### config.mk
export PLATFORM = sky130hd
export DESIGN_NAME = axi2per_req_channel
export DESIGN_NICKNAME = d
export VERILOG_FILES = /design/src/rtl/axi2per_req_channel.sv
export SDC_FILE = /design/constraint.sdc
export NUM_CORES = 1
export LEC_CHECK = 0
export BUFFER_PORTS_ARGS = -buffer_cell sky130_fd_sc_hd__buf_2
export CAP_MARGIN = 20
export CORE_MARGIN = 5
export CORE_UTILIZATION = 40
export DETAILED_ROUTE_END_ITERATION = 6
export GPL_TIMING_DRIVEN = 0
export PLACE_DENSITY = 0.74
export SLEW_MARGIN = 0
export SYNTH_ARGS = -nofsm -noshare
export SYNTH_HDL_FRONTEND = slang
export SYNTH_SLANG_ARGS = --single-unit
### constraint.sdc
create_clock -name clk_i -period 2.8 [get_ports clk_i]
set_input_delay 0.42 -clock clk_i [delete_from_list [all_inputs] [get_ports clk_i]]
set_output_delay 0.42 -clock clk_i [all_outputs]
set_load 0.01 [all_outputs]
### src/rtl/axi2per_req_channel.sv
// -----------------------------------------------------------------------------
// axi2per_req_channel
//
// Request half of an AXI-to-peripheral bridge. It accepts one AXI address
// (read or write) at a time, then issues one 32-bit peripheral access per
// burst beat. For writes, the W data stream is forwarded one beat at a time.
// Every peripheral handshake produces a one-cycle notice towards the response
// channel.
//
// Configuration macro:
//   AXI2PER_RR_ARB_EN  defined   -> round-robin between AW and AR when both
//                                   are valid in IDLE (read wins first after
//                                   reset)
//                      undefined -> fixed read priority
//
// Ports:
//   clk_i, rst_ni                     clock, asynchronous active-low reset
//   axi_slave_aw_*_i / aw_ready_o     AXI write address channel
//   axi_slave_ar_*_i / ar_ready_o     AXI read address channel
//   axi_slave_w_*_i  / w_ready_o      AXI write data channel (w_last ignored)
//   per_master_*                      peripheral request port (we=1 is read)
//   trans_*_o, busy_o                 per-beat notice to the response channel
// -----------------------------------------------------------------------------
module axi2per_req_channel #(
    parameter int PER_ADDR_WIDTH = 32,
    parameter int PER_ID_WIDTH   = 8,
    parameter int AXI_ADDR_WIDTH = 32,
    parameter int AXI_DATA_WIDTH = 64,
    parameter int AXI_USER_WIDTH = 6,
    parameter int AXI_ID_WIDTH   = 3
) (
    input  logic                        clk_i,
    input  logic                        rst_ni,

    input  logic                        axi_slave_aw_valid_i,
    input  logic [AXI_ADDR_WIDTH-1:0]   axi_slave_aw_addr_i,
    input  logic [7:0]                  axi_slave_aw_len_i,
    input  logic [2:0]                  axi_slave_aw_size_i,
    input  logic [AXI_ID_WIDTH-1:0]     axi_slave_aw_id_i,
    output logic                        axi_slave_aw_ready_o,

    input  logic                        axi_slave_ar_valid_i,
    input  logic [AXI_ADDR_WIDTH-1:0]   axi_slave_ar_addr_i,
    input  logic [7:0]                  axi_slave_ar_len_i,
    input  logic [2:0]                  axi_slave_ar_size_i,
    input  logic [AXI_ID_WIDTH-1:0]     axi_slave_ar_id_i,
    output logic                        axi_slave_ar_ready_o,

    input  logic                        axi_slave_w_valid_i,
    input  logic [AXI_DATA_WIDTH-1:0]   axi_slave_w_data_i,
    input  logic [AXI_DATA_WIDTH/8-1:0] axi_slave_w_strb_i,
    input  logic                        axi_slave_w_last_i,
    output logic                        axi_slave_w_ready_o,

    output logic                        per_master_req_o,
    output logic [PER_ADDR_WIDTH-1:0]   per_master_add_o,
    output logic                        per_master_we_o,
    output logic [31:0]                 per_master_wdata_o,
    output logic [3:0]                  per_master_be_o,
    output logic [PER_ID_WIDTH-1:0]     per_master_id_o,
    input  logic                        per_master_gnt_i,

    output logic                        trans_req_o,
    output logic                        trans_we_o,
    output logic [AXI_ID_WIDTH-1:0]     trans_id_o,
    output logic                        trans_last_o,
    output logic                        busy_o
);

    localparam int AXI_STRB_WIDTH = AXI_DATA_WIDTH / 8;

    // Elaboration-time sanity checks on the parameter set.
    generate
        if (PER_ID_WIDTH < (2 ** AXI_ID_WIDTH)) begin : g_bad_id_width
            $error("PER_ID_WIDTH must be at least 2**AXI_ID_WIDTH");
        end
        if (AXI_DATA_WIDTH < 64 || AXI_STRB_WIDTH < 8) begin : g_bad_data_width
            $error("AXI_DATA_WIDTH must be at least 64");
        end
        if (AXI_USER_WIDTH < 1) begin : g_bad_user_width
            $error("AXI_USER_WIDTH must be at least 1");
        end
    endgenerate

    typedef enum logic [1:0] {
        IDLE  = 2'd0,
        READ  = 2'd1,
        WRITE = 2'd2
    } state_e;

    state_e                    state_q, state_d;
    logic [AXI_ADDR_WIDTH-1:0] addr_q,  addr_d;
    logic [7:0]                len_q,   len_d;
    logic [7:0]                count_q, count_d;
    logic [1:0]                size_q,  size_d;
    logic [AXI_ID_WIDTH-1:0]   id_q,    id_d;

    logic sel_read;
    logic sel_write;
    logic accept_rd;
    logic accept_wr;
    logic beat_hs;
    logic last_beat;
    logic lane_hi;

    // The bridge only carries 32-bit peripheral words, so wider beats are
    // clamped to 4 bytes.
    function automatic logic [1:0] clamp_size(input logic [2:0] s);
        return (s > 3'd2) ? 2'd2 : s[1:0];
    endfunction

    // ------------------------------------------------------------------
    // Address channel arbitration (only meaningful in IDLE)
    // ------------------------------------------------------------------
`ifdef AXI2PER_RR_ARB_EN
    logic rr_q;  // 0: read wins a tie, 1: write wins a tie

    assign sel_read = axi_slave_ar_valid_i & (~axi_slave_aw_valid_i | ~rr_q);

    always_ff @(posedge clk_i or negedge rst_ni) begin
        if (!rst_ni) begin
            rr_q <= 1'b0;
        end else if (accept_rd | accept_wr) begin
            rr_q <= ~rr_q;
        end
    end
`else
    assign sel_read = axi_slave_ar_valid_i;
`endif
    assign sel_write = axi_slave_aw_valid_i & ~sel_read;

    assign accept_rd = (state_q == IDLE) & sel_read;
    assign accept_wr = (state_q == IDLE) & sel_write;

    assign axi_slave_ar_ready_o = accept_rd;
    assign axi_slave_aw_ready_o = accept_wr;

    // ------------------------------------------------------------------
    // Peripheral side
    // ------------------------------------------------------------------
    assign busy_o    = (state_q != IDLE);
    assign lane_hi   = addr_q[2];
    assign last_beat = (count_q == len_q);

    assign per_master_req_o    = (state_q == READ) | ((state_q == WRITE) & axi_slave_w_valid_i);
    assign per_master_we_o     = (state_q != WRITE);
    assign axi_slave_w_ready_o = (state_q == WRITE) & per_master_gnt_i;

    // req is already qualified by w_valid in WRITE, so this covers both
    // the read handshake (gnt) and the write handshake (w_valid & gnt).
    assign beat_hs = per_master_req_o & per_master_gnt_i;

    always_comb begin
        per_master_wdata_o = '0;
        per_master_be_o    = 4'b0000;
        if (state_q == READ) begin
            per_master_be_o = 4'b1111;
        end else if (state_q == WRITE) begin
            if (lane_hi) begin
                per_master_wdata_o = axi_slave_w_data_i[63:32];
                per_master_be_o    = axi_slave_w_strb_i[7:4];
            end else begin
                per_master_wdata_o = axi_slave_w_data_i[31:0];
                per_master_be_o    = axi_slave_w_strb_i[3:0];
            end
        end
    end

    generate
        if (PER_ADDR_WIDTH <= AXI_ADDR_WIDTH) begin : g_add_trunc
            assign per_master_add_o = addr_q[PER_ADDR_WIDTH-1:0];
        end else begin : g_add_ext
            assign per_master_add_o = {{(PER_ADDR_WIDTH - AXI_ADDR_WIDTH){1'b0}}, addr_q};
        end
    endgenerate

    // One-hot ID is only presented while a burst is active so that the idle
    // and reset value of the port is all zeros.
    assign per_master_id_o = busy_o ? (PER_ID_WIDTH'(1) << id_q) : '0;

    assign trans_req_o  = beat_hs;
    assign trans_we_o   = beat_hs & (state_q == WRITE);
    assign trans_id_o   = beat_hs ? id_q : '0;
    assign trans_last_o = beat_hs & last_beat;

    // w_last is deliberately ignored: the beat counter alone ends a burst.
    logic unused_ok;
    assign unused_ok = axi_slave_w_last_i;

    // ------------------------------------------------------------------
    // FSM and burst bookkeeping
    // ------------------------------------------------------------------
    always_comb begin
        state_d = state_q;
        addr_d  = addr_q;
        len_d   = len_q;
        count_d = count_q;
        size_d  = size_q;
        id_d    = id_q;

        case (state_q)
            IDLE: begin
                if (accept_rd) begin
                    addr_d  = axi_slave_ar_addr_i;
                    len_d   = axi_slave_ar_len_i;
                    size_d  = clamp_size(axi_slave_ar_size_i);
                    id_d    = axi_slave_ar_id_i;
                    count_d = 8'd0;
                    state_d = READ;
                end else if (accept_wr) begin
                    addr_d  = axi_slave_aw_addr_i;
                    len_d   = axi_slave_aw_len_i;
                    size_d  = clamp_size(axi_slave_aw_size_i);
                    id_d    = axi_slave_aw_id_i;
                    count_d = 8'd0;
                    state_d = WRITE;
                end
            end
            READ, WRITE: begin
                if (beat_hs) begin
                    count_d = count_q + 8'd1;
                    // INCR burst; the sum wraps naturally at the address width.
                    addr_d  = addr_q + (AXI_ADDR_WIDTH'(1) << size_q);
                    if (last_beat) begin
                        state_d = IDLE;
                    end
                end
            end
            default: begin
                state_d = IDLE;
            end
        endcase
    end

    always_ff @(posedge clk_i or negedge rst_ni) begin
        if (!rst_ni) begin
            state_q <= IDLE;
            addr_q  <= '0;
            len_q   <= 8'd0;
            count_q <= 8'd0;
            size_q  <= 2'd0;
            id_q    <= '0;
        end else begin
            state_q <= state_d;
            addr_q  <= addr_d;
            len_q   <= len_d;
            count_q <= count_d;
            size_q  <= size_d;
            id_q    <= id_d;
        end
    end

endmodule

==> impl_results.md <==
* Antenna viol nets, final at 0
* Area of the multi-input gates at 2950 um^2
* Synth Cell Area at 4500 um^2
* Clock transition at the registers of the reported paths at 0.08 ns
* Period utilisation layout at 96.4%
* Final setup viols at 0
* Final number of hold-violating endpoints at 0
* Sequential-to-total area share from yosys stat at 30.6%
* Register Area at 1380 um^2
* H-tree depth at 2
* Reg2Reg Setup Slack at 0.12 ns
* Core footprint at 10900 um^2
* Warnings, synthesis at 0
* Slew @ Worst Pin at 0.748 ns
* Mean post-synth cell area at 7.87 um^2
* Fraction of power spent switching nets at 52.6%
* Maximum VDD drop at 0.476 mV
* GR Overflow Total at 0
* Post-CTS Setup Inserts at 0
* Clock latency on the worst-skew pair at 0.30 ns
* Fin. max-slew vios at 0
* GP Congestion at 0.950
* Largest area contributor in the netlist: dfrtp_1
* Ranking of synthesized cells by area: dfrtp_1 (31%), mux2i_1 (10%), nand2_1 (5.8%), nor2_1 (5.4%), a21oi_1 (5.1%)
* Distinct cells, synth at 63
* Post-Route Hold Slack at 0.120 ns
* Global-route wire length before repair at 27900 um
* Root Buffer: clkbuf_16
* Worst clock skew at 0.00469 ns
* CTS tree: built
* Detailed Route Iter0 Violations at 667
* Vias per inst at 5.75
* Net Count, Synth at 752
* Startpoint Class: register
* Max Cap Violations at 0
* CP endpoint kind: output pin
* DP Worst Slack at -0.101 ns
* CP peak stage delay at 0.41 ns
* DIE HEIGHT at 116 um
* Setup TNS at 0 ns
* CP max stage cell: dfrtp_1
* DR WL/cell at 19.4 um
* Total design power at 6840 uW
* Total track usage at 26.4%
* Synth top area share at 30.6%
* PortBufs at 255
* P_sw at 3600 uW
* # clock sinks at 55
* CP most frequent cell: buf_2
* Boundary Pins at 259
* Die ar. at 13500 um^2
* Achievable Freq at 370 MHz
* Reg-to-reg endpoint: per_master_add_o[14]$_DFFE_PN0P_
* Initial antenna violation count at 0
* Yosys reg bits at 55
* Num rows at 38
* Primary FF master, synth: dfrtp_1
* Post-DP HPWL at 15000 um
* Count leader, synth: nand2_1
* Fillers at 1100
* TritonRoute pass-1 iters at 7
* Cell Chain, Critical Path: inv_1 > ha_1 > clkbuf_1 > nand2_2 > clkinv_2 > buf_2 > buf_2
* Setup CP Type: register to output pin
* Cell area power density at 1110 nW/um^2
* Layout area overhead at 36.8%
* CTS Buf Count at 5
* Residual DRC at 0
* Min cycle time layout at 2.70 ns
* Worst-path maximum fanout at 10
* Inserted Diodes at 0
* Slew margin rel. at 49.7%
* Total wire length at 18900 um
* Clk pwr share at 9.8%
* Die Wd at 116 um
* Hold Path Class: primary input to async pin
* Worst Setup Slack, final at 0.101 ns
* Outcome: complete, no violations
* Vias in the first global route at 5167
* Pint at 3240 uW
* Required @ worst endpoint at 2.38 ns
* Synth cell count leaders: nand2_1 (69), nor2_1 (65), dfrtp_1 (55)
* Layout cells sized above 1 at 35.6%
* Crit path arrival time at 2.28 ns
* Post-synth EDFFs at 0
* Ys async rst share at 100%
* R2R cell count at 8
* DR vias at 5604
* Initial Utilization at 41.2%
* Largest net degree at the start of global routing at 33
* Max Root-Sink Buffers at 2
* Reg power frac at 23.7%
* Net count, final at 1014
* Combinational power share at 66.5%
* Worst reg2reg startpoint: state_q[0]$_DFFE_PN0P_
* Gate Count Post-Synth at 572
* Leakage at 0.00298 uW
## layer usage
layer	global-route usage (%)	part of all wire [%]
met1	36.5	39
met2	42.6	48
met3	3.52	9.5
met4	9.36	3.1
met5	0	0
## cells by family after synthesis
family / after synthesis / share of synthesized area (%)
and+or+nand+nor: 243 / 26.7
AOI/OAI and AO/OA: 149 / 21.8
DFF: 55 / 30.6
buffers and inverters: 53 / 4.64
muxes: 48 / 10.7
xor gates and xnor gates: 15 / 2.92
adders and majority gates: 9 / 2.67
## power by group through the flow
stage | Clock, uW | Combinational (uW) | Sequential [uW]
6_report | 673 | 4550 | 1620
5_1_grt | 709 | 4970 | 1680
4_1_cts | 670 | 4490 | 1600
3_5_place_dp | 0 | 4450 | 1620
3_3_place_gp | 0 | 4390 | 1610
2_1_floorplan | 0 | 2830 | 1630
## state kept, by name, summed over array words and instances, names as in the netlist
signal	cells
count_q	8
size_q	2
len_q	8
id_q	3
per_master_add_o	32
state_q	2
## critical path, delay by kind of cell (launching register included)
kind	cells	cell delay, ns
buffers and inverters	5	1.14
flip-flops	1	0.41
AND/OR/NAND/NOR	1	0.27
adder cells (fa/ha/maj)	1	0.16
## layout make-up
cell class / count / share of cell area [%]
inverters: 12 / 0.751
clock buffers: 5 / 2.03
flip-flops and latches: 55 / 22.3
repair buffers: 256 / 21.0
clock inverters: 3 / 0.365
well taps: 140 / 2.84
multi-input cells: 464 / 47.9
plain buffers: 40 / 2.76
## placed cells by master, fill, tap and decap left out, types with 7 or more instances in the layout
cell      count
a211oi_1      7
a21oi_1      46
and3_1       12
buf_2       260
clkbuf_1     23
dfrtp_1      55
ha_1          8
inv_1         9
mux2i_1      47
nand2_1      67
nand2b_1      7
nand3_1      24
nand4_1      12
nor2_1       64
nor3_1       18
o21ai_0      22
o22ai_1      22
xnor2_1      11
## worst max path at each step
stage,startpoint,to,slack (ns),depth (start not counted)
2_1_floorplan,per_master_add_o[0]$_DFFE_PN0P_,per_master_add_o[22]$_DFFE_PN0P_,0.35,8
3_3_place_gp,state_q[0]$_DFFE_PN0P_,per_master_add_o[20]$_DFFE_PN0P_,-0.12,8
3_5_place_dp,state_q[0]$_DFFE_PN0P_,per_master_add_o[20]$_DFFE_PN0P_,-0.10,8
4_1_cts,state_q[0]$_DFFE_PN0P_,axi_slave_ar_ready_o,0.03,7
5_1_grt,state_q[1]$_DFFE_PN0P_,per_master_add_o[14]$_DFFE_PN0P_,-0.008,8
6_report,state_q[0]$_DFFE_PN0P_,axi_slave_ar_ready_o,0.10,7
## timing repair
item,in CTS,in global routing
endpoints found under the setup margin,15,51
hold buffers,0,0
gates resized for setup,7,10
pin swaps,0,0
## through the flow
stage	util, %	instances	area [um^2]
6_report	56.4	975	6160
5_1_grt	56.4	975	6160
4_1_cts	56.1	976	6140
3_5_place_dp	54.6	968	5980
3_3_place_gp	54.5	967	5960
2_1_floorplan	-	572	4500
No activity file was read; power rests on OpenSTA's default activity.
